### src/rtl/iir_pkg.sv
// Shared constants for the IIR coefficient loader: register addresses,
// FSM state encoding, default widths and a reference saturate helper.
package iir_pkg;

  localparam int DEF_IN_W    = 32;
  localparam int DEF_COEFF_W = 16;

  localparam logic [2:0] ADDR_B0   = 3'd0;
  localparam logic [2:0] ADDR_B1   = 3'd1;
  localparam logic [2:0] ADDR_B2   = 3'd2;
  localparam logic [2:0] ADDR_A1   = 3'd3;
  localparam logic [2:0] ADDR_A2   = 3'd4;
  localparam logic [2:0] ADDR_GAIN = 3'd5;

  localparam int NUM_COEFF = 6;

  localparam logic [1:0] ST_IDLE    = 2'd0;
  localparam logic [1:0] ST_CHECK   = 2'd1;
  localparam logic [1:0] ST_PENDING = 2'd2;

  // Clamp a default-width GPIO word into the default coefficient range.
  function automatic logic signed [DEF_COEFF_W-1:0] saturate(
    input logic signed [DEF_IN_W-1:0] d
  );
    logic signed [DEF_IN_W-1:0] hi;
    logic signed [DEF_IN_W-1:0] lo;
    hi = DEF_IN_W'((64'sd1 <<< (DEF_COEFF_W-1)) - 64'sd1);
    lo = -hi - DEF_IN_W'(1);
    if (d > hi)
      return {1'b0, {(DEF_COEFF_W-1){1'b1}}};
    else if (d < lo)
      return {1'b1, {(DEF_COEFF_W-1){1'b0}}};
    else
      return d[DEF_COEFF_W-1:0];
  endfunction

endpackage

### src/rtl/coeff_sat.sv
// Combinational signed saturator, IN_W -> OUT_W, with overflow flag.
// Ports: din (signed IN_W), dout (signed OUT_W), ovf (1 = clamped).
module coeff_sat
  import iir_pkg::*;
#(
  parameter int IN_W  = DEF_IN_W,
  parameter int OUT_W = DEF_COEFF_W
) (
  input  logic signed [IN_W-1:0]  din,
  output logic signed [OUT_W-1:0] dout,
  output logic                    ovf
);

  // Value fits iff all bits from the output sign bit upward agree.
  logic [IN_W-OUT_W:0] hi;

  always_comb begin
    hi  = din[IN_W-1:OUT_W-1];
    ovf = !((&hi) || !(|hi));
    if (!ovf)
      dout = din[OUT_W-1:0];
    else if (din[IN_W-1])
      dout = {1'b1, {(OUT_W-1){1'b0}}};
    else
      dout = {1'b0, {(OUT_W-1){1'b1}}};
  end

endmodule

### src/rtl/iir_coeff_loader.sv
// Shadow/active coefficient bank for a biquad: saturating writes, atomic
// apply on sample_stb or timeout. Optional stability check: macro
// IIR_COEFF_STABILITY_CHECK_EN.
// Ports: clk, rst (async high); wr_en/wr_addr/wr_data shadow write;
// commit, sample_stb, clr_status; b0..gain_out active set;
// coeff_updated, busy, sat_flag, wr_err, timeout_flag, reject.
module iir_coeff_loader
  import iir_pkg::*;
#(
  parameter int IN_COEFF_WIDTH = DEF_IN_W,
  parameter int COEFF_WIDTH    = DEF_COEFF_W,
  parameter int LOG_A0         = COEFF_WIDTH - 2,
  parameter int TIMEOUT_CYCLES = 1024
) (
  input  logic                             clk,
  input  logic                             rst,
  input  logic                             wr_en,
  input  logic [2:0]                       wr_addr,
  input  logic signed [IN_COEFF_WIDTH-1:0] wr_data,
  input  logic                             commit,
  input  logic                             sample_stb,
  input  logic                             clr_status,
  output logic signed [COEFF_WIDTH-1:0]    b0_out,
  output logic signed [COEFF_WIDTH-1:0]    b1_out,
  output logic signed [COEFF_WIDTH-1:0]    b2_out,
  output logic signed [COEFF_WIDTH-1:0]    a1_out,
  output logic signed [COEFF_WIDTH-1:0]    a2_out,
  output logic signed [COEFF_WIDTH-1:0]    gain_out,
  output logic                             coeff_updated,
  output logic                             busy,
  output logic                             sat_flag,
  output logic                             wr_err,
  output logic                             timeout_flag,
  output logic                             reject
);

  localparam int CNT_W    = (TIMEOUT_CYCLES > 1) ? $clog2(TIMEOUT_CYCLES) : 1;
  localparam int TMO_LAST = (TIMEOUT_CYCLES > 0) ? TIMEOUT_CYCLES - 1 : 0;

  logic [1:0] state;
  logic [1:0] state_nxt;
  logic [CNT_W-1:0] cnt;

  logic signed [COEFF_WIDTH-1:0] shadow [NUM_COEFF];
  logic signed [COEFF_WIDTH-1:0] active [NUM_COEFF];

  logic signed [COEFF_WIDTH-1:0] sat_data;
  logic sat_ovf;

  logic idle;
  logic addr_ok;
  logic wr_ok;
  logic bad_wr;
  logic bad_commit;
  logic tmo_hit;
  logic apply;
  logic forced;
  logic chk_fail;

  coeff_sat #(
    .IN_W  (IN_COEFF_WIDTH),
    .OUT_W (COEFF_WIDTH)
  ) u_sat (
    .din  (wr_data),
    .dout (sat_data),
    .ovf  (sat_ovf)
  );

  assign idle       = (state == ST_IDLE);
  assign addr_ok    = (wr_addr <= ADDR_GAIN);
  assign wr_ok      = wr_en && idle && addr_ok;
  assign bad_wr     = wr_en && !(idle && addr_ok);
  assign bad_commit = commit && !idle;
  // TIMEOUT_CYCLES == 0 disables the forced apply entirely.
  assign tmo_hit    = (TIMEOUT_CYCLES != 0) &&
                      (cnt == CNT_W'(TMO_LAST));

`ifdef IIR_COEFF_STABILITY_CHECK_EN
  localparam int XW = COEFF_WIDTH + 2;

  logic signed [XW-1:0] a0x;
  logic signed [XW-1:0] a1x;
  logic signed [XW-1:0] a2x;
  logic signed [XW-1:0] a1abs;
  logic signed [XW-1:0] a2abs;
  logic stable;

  // Extra headroom so |min| and A0 + a2 cannot wrap.
  always_comb begin
    a0x    = XW'(64'sd1 <<< LOG_A0);
    a1x    = XW'(shadow[ADDR_A1]);
    a2x    = XW'(shadow[ADDR_A2]);
    a1abs  = a1x[XW-1] ? -a1x : a1x;
    a2abs  = a2x[XW-1] ? -a2x : a2x;
    stable = (a2abs < a0x) && (a1abs < (a0x + a2x));
  end
`endif

  always_comb begin
    state_nxt = state;
    apply     = 1'b0;
    forced    = 1'b0;
    chk_fail  = 1'b0;
    case (state)
      ST_IDLE: begin
        if (commit) begin
`ifdef IIR_COEFF_STABILITY_CHECK_EN
          state_nxt = ST_CHECK;
`else
          state_nxt = ST_PENDING;
`endif
        end
      end
`ifdef IIR_COEFF_STABILITY_CHECK_EN
      ST_CHECK: begin
        if (stable) begin
          state_nxt = ST_PENDING;
        end else begin
          state_nxt = ST_IDLE;
          chk_fail  = 1'b1;
        end
      end
`endif
      ST_PENDING: begin
        if (sample_stb || tmo_hit) begin
          apply     = 1'b1;
          forced    = !sample_stb;
          state_nxt = ST_IDLE;
        end
      end
      default: state_nxt = ST_IDLE;
    endcase
  end

  always_ff @(posedge clk or posedge rst) begin
    if (rst) begin
      state <= ST_IDLE;
      busy  <= 1'b0;
      cnt   <= '0;
    end else begin
      state <= state_nxt;
      busy  <= (state_nxt != ST_IDLE);
      // Counter is zero whenever PENDING is entered.
      if (state != ST_PENDING)
        cnt <= '0;
      else if (!apply)
        cnt <= cnt + 1'b1;
    end
  end

  always_ff @(posedge clk or posedge rst) begin
    if (rst) begin
      for (int i = 0; i < NUM_COEFF; i++) begin
        shadow[i] <= '0;
        active[i] <= '0;
      end
    end else begin
      if (wr_ok)
        shadow[wr_addr] <= sat_data;
      if (apply) begin
        for (int i = 0; i < NUM_COEFF; i++)
          active[i] <= shadow[i];
      end
    end
  end

  // Sticky flags: a set in the same cycle as clr_status wins.
  always_ff @(posedge clk or posedge rst) begin
    if (rst) begin
      coeff_updated <= 1'b0;
      sat_flag      <= 1'b0;
      wr_err        <= 1'b0;
      timeout_flag  <= 1'b0;
    end else begin
      coeff_updated <= apply;
      sat_flag      <= (wr_ok && sat_ovf) ||
                       (sat_flag && !clr_status);
      wr_err        <= bad_wr || bad_commit ||
                       (wr_err && !clr_status);
      timeout_flag  <= forced ||
                       (timeout_flag && !clr_status);
    end
  end

`ifdef IIR_COEFF_STABILITY_CHECK_EN
  always_ff @(posedge clk or posedge rst) begin
    if (rst)
      reject <= 1'b0;
    else
      reject <= chk_fail;
  end
`else
  assign reject = 1'b0;
`endif

  assign b0_out   = active[ADDR_B0];
  assign b1_out   = active[ADDR_B1];
  assign b2_out   = active[ADDR_B2];
  assign a1_out   = active[ADDR_A1];
  assign a2_out   = active[ADDR_A2];
  assign gain_out = active[ADDR_GAIN];

endmodule

### config.mk
export PLATFORM = sky130hd
export DESIGN_NAME = iir_coeff_loader
export DESIGN_NICKNAME = d
export VERILOG_FILES = /design/src/rtl/iir_pkg.sv /design/src/rtl/coeff_sat.sv /design/src/rtl/iir_coeff_loader.sv
export SDC_FILE = /design/constraint.sdc
export NUM_CORES = 1
export LEC_CHECK = 0
export ABC_AREA = 0
export BUFFER_PORTS_ARGS = -buffer_cell sky130_fd_sc_hd__buf_2
export CORE_AREA = 3 3 134 136
export DETAILED_ROUTE_END_ITERATION = 10
export DIE_AREA = 0 0 137 139
export GPL_TIMING_DRIVEN = 1
export PLACE_DENSITY = 0.78
export SLEW_MARGIN = 40
export SYNTH_ARGS = -nofsm -noshare
export SYNTH_HDL_FRONTEND = slang
export SYNTH_SLANG_ARGS = --single-unit
### constraint.sdc
create_clock -name clk -period 7.5 [get_ports clk]
set_clock_uncertainty 0.15 [all_clocks]
set_input_delay 1.125 -clock clk [delete_from_list [all_inputs] [get_ports clk]]
set_output_delay 1.125 -clock clk [all_outputs]
set_load 0.02 [all_outputs]
==> reports/metrics.yaml <==
place:
  gp_congestion: 0.796
  dp_hpwl_mm: 14.2
  portBuffers: 141
pwr:
  powerDensity_nw_per_um2: 326
  p_leak_nw: 5.17
  ir_drop_uv: 165
  power_mw: 3.48
yosys:
  yosysWarnings: 0
  syn-mean-instance-area_um2: 12.6
  netlist_top_cells_count: "dfrtp_1, nand2_1, o211ai_2"
  yosysTopAreaCell: "dfrtp_1"
  synthesis.area_um2: 9160
  synth_top_cells_by_area: "dfrtp_1, o211ai_2, mux2_2"
  synthArstFlopShare_pct: 100
  ys_types: 45
  synth_edf_count: 0
  synth.ff_latch_count: 209
  post-synth-top-count-cell: "dfrtp_1"
  yosysTopAreaCellShare_pct: 57.1
  yosysSeqAreaShare_pct: 57.1
  synth_top_flop_cell: "dfrtp_1"
  synthCells: 727
clocking:
  cts_tree: "built"
  cts.repair.resized: 0
  clkSlewWorstSetupHoldPaths_ns: 0.06
  post-cts-setup-buffers: 0
  cts_max_level: 1
  insertion_delay_ns: 0.50
  clockBufferDepth: 3
  clock-sinks: 209
  hold_buffers: 0
  numCtsBuffers: 22
  cts-root-buf: "clkbuf_16"
global_routing:
  grt_max_degree: 140
  grt_use_met2_pct: 36.5
  top_usage_layer: "met2"
  grt_pass1_wl_mm: 35.2
  grt_pass1_vias: 6273
  met1_usage_pct: 33.1
  grt_use_met3_pct: 3.92
  antenna_found_initial: 1
  grt-ovfl-total: 0
  grt_use_total_pct: 23.3
sta:
  setup_tns_ns: 0
  slew_headroom_pct: 45.7
  worst_pin_slew_ns: 0.814
  fin_crit_sh_pct: 43.1
  slew_viol_final: 0
  setup_violations: 0
  finalCriticalPeriod_ns: 3.24
  max_clock_freq_mhz: 309
  hold_viol: 0
  grt_setup_unrepaired: "no"
floorplanning:
  rows: 48
  die-area_um2: 19000
  die_x_um: 137
  start_util_pct: 53.7
  io_pins: 143
  core_area_um2: 17100
  die_h_um: 139
detailed_routing:
  postRouteAntennaNets: 0
  first_pass_iters: 5
  viasPerCell: 5.66
  drc_errors: 0
  wire_per_inst_um: 19.8
  routed_wl_mm: 21.5
  dr.first_iter.drc_count: 452
  vias: 6163
worst_setup_path:
  cp_slowest_cell: "or4_1"
  worstPathRequired_ns: 7.75
  crit_type: "input port to flip-flop"
  cp-end-kind: "flip-flop"
  worstPathCellList: "buf_2 -> nor4_1 -> nand4_1 -> or4_1 -> and2_4 -> buf_6 -> o211ai_2"
  cp.arrival_ns: 3.49
  crit_path_max_fanout: 65
  slowest_delay_ns: 0.64
  cp-start-kind: "input port"
flow_run:
  maxCapViolCount: 0
outcome:
  status: "completed"
final_layout:
  fillCellCount: 1353
  syn_to_final_growth_pct: 16.4
  nNetsFinal: 892
  drive_gt1_share_pct: 43.6
min_path:
  min_path_type: "flip-flop to flip-flop"
metrics by stage:
| step | area (um^2) | util (%) | setup WS [ns] | hold WS (ns) | std cells |
|---|---|---|---|---|---|
| floorplan | 9160 | - | 0.516 | 0.294 | 728 |
| global placement | 9870 | 57.9 | 3.62 | 0.310 | 1050 |
| detailed placement | 9920 | 58.2 | 3.80 | 0.314 | 1051 |
| CTS | 10700 | 62.5 | 4.27 | 0.335 | 1088 |
| global route | 10700 | 62.5 | 4.07 | 0.351 | 1089 |
| finish | 10700 | 62.5 | 4.26 | 0.328 | 1089 |
critical path: cells and delay by family:
family / cells / cell delay [ns]
buffers and inverters: 2 / 0.47
AND/OR/NAND/NOR: 4 / 1.58
AO/OA/AOI/OAI: 1 / 0.26
cells by family (layout without fill, tap and decap cells):
family,count (synthesis),in the layout,share of synthesized area [%]
xor+xnor,9,9,0.861
flops,209,209,57.1
compound gates,103,103,13.4
other cells,1,3,0.0409
simple gates,252,252,12.7
buf+inv,54,189,3.69
mux,98,98,12.0
fa+ha+maj,1,1,0.137
cells in the final DEF (no fill, tap or decap), types with 5 or more instances in the layout:
cell,count
nand4_1,8
inv_1,5
nand4_2,5
mux2_1,8
clkbuf_8,5
nor2_1,15
clkbuf_16,23
dfrtp_1,209
xor2_1,7
clkbuf_1,5
o21ai_0,5
nand2_1,194
o211ai_2,90
buf_2,141
mux2_2,88
sequential cells by signal, summed over array words and instances, names as in the netlist, 10 cells and up:
name	cells
b1_out	16
shadow	96
b2_out	16
a2_out	16
cnt	10
b0_out	16
gain_out	16
a1_out	16
layout make-up:
| class | instances | area, um^2 | share of cell area (%) |
|---|---|---|---|
| sequential | 209 | 5230 | 49.1 |
| multi-input combinational | 465 | 3610 | 33.9 |
| timing repair buffer | 145 | 763 | 7.16 |
| clock buffer | 33 | 663 | 6.22 |
| tap | 225 | 282 | 2.64 |
| clock inverter | 4 | 70.1 | 0.657 |
| inverter | 7 | 38.8 | 0.364 |
| antenna | 1 | 2.50 | 0.0235 |
where the power goes:
group	switching, mW	total, mW	internal, mW	leakage, nW
clock	0.422	1.10	0.675	0.361
combinational	0.460	0.802	0.342	2.10
sequential	0.166	1.58	1.41	2.70
layer usage:
layer | part of all wire [%] | up-vias
li1 | - | 2795
met1 | 42 | 3130
met2 | 49 | 189
met3 | 5.7 | 49
met4 | 3.1 | 0
met5 | 0 | -
final timing paths:
check | from | end | slack, ns | cells past startpoint
worst max-delay path | wr_data[25] | shadow[86] | 4.26 | 7
worst min-delay path | a1_out[3] | a1_out[3] | 0.33 | 1
worst max register to register | cnt[0] | b0_out[1] | 4.51 | 6
worst min register to register | a1_out[3] | a1_out[3] | 0.33 | 1
max in group asynchronous | rst | shadow[72] | 5.52 | 3
min in group asynchronous | rst | gain_out[7] | 0.60 | 2
Note: power is estimated with default switching activity, not from simulation.
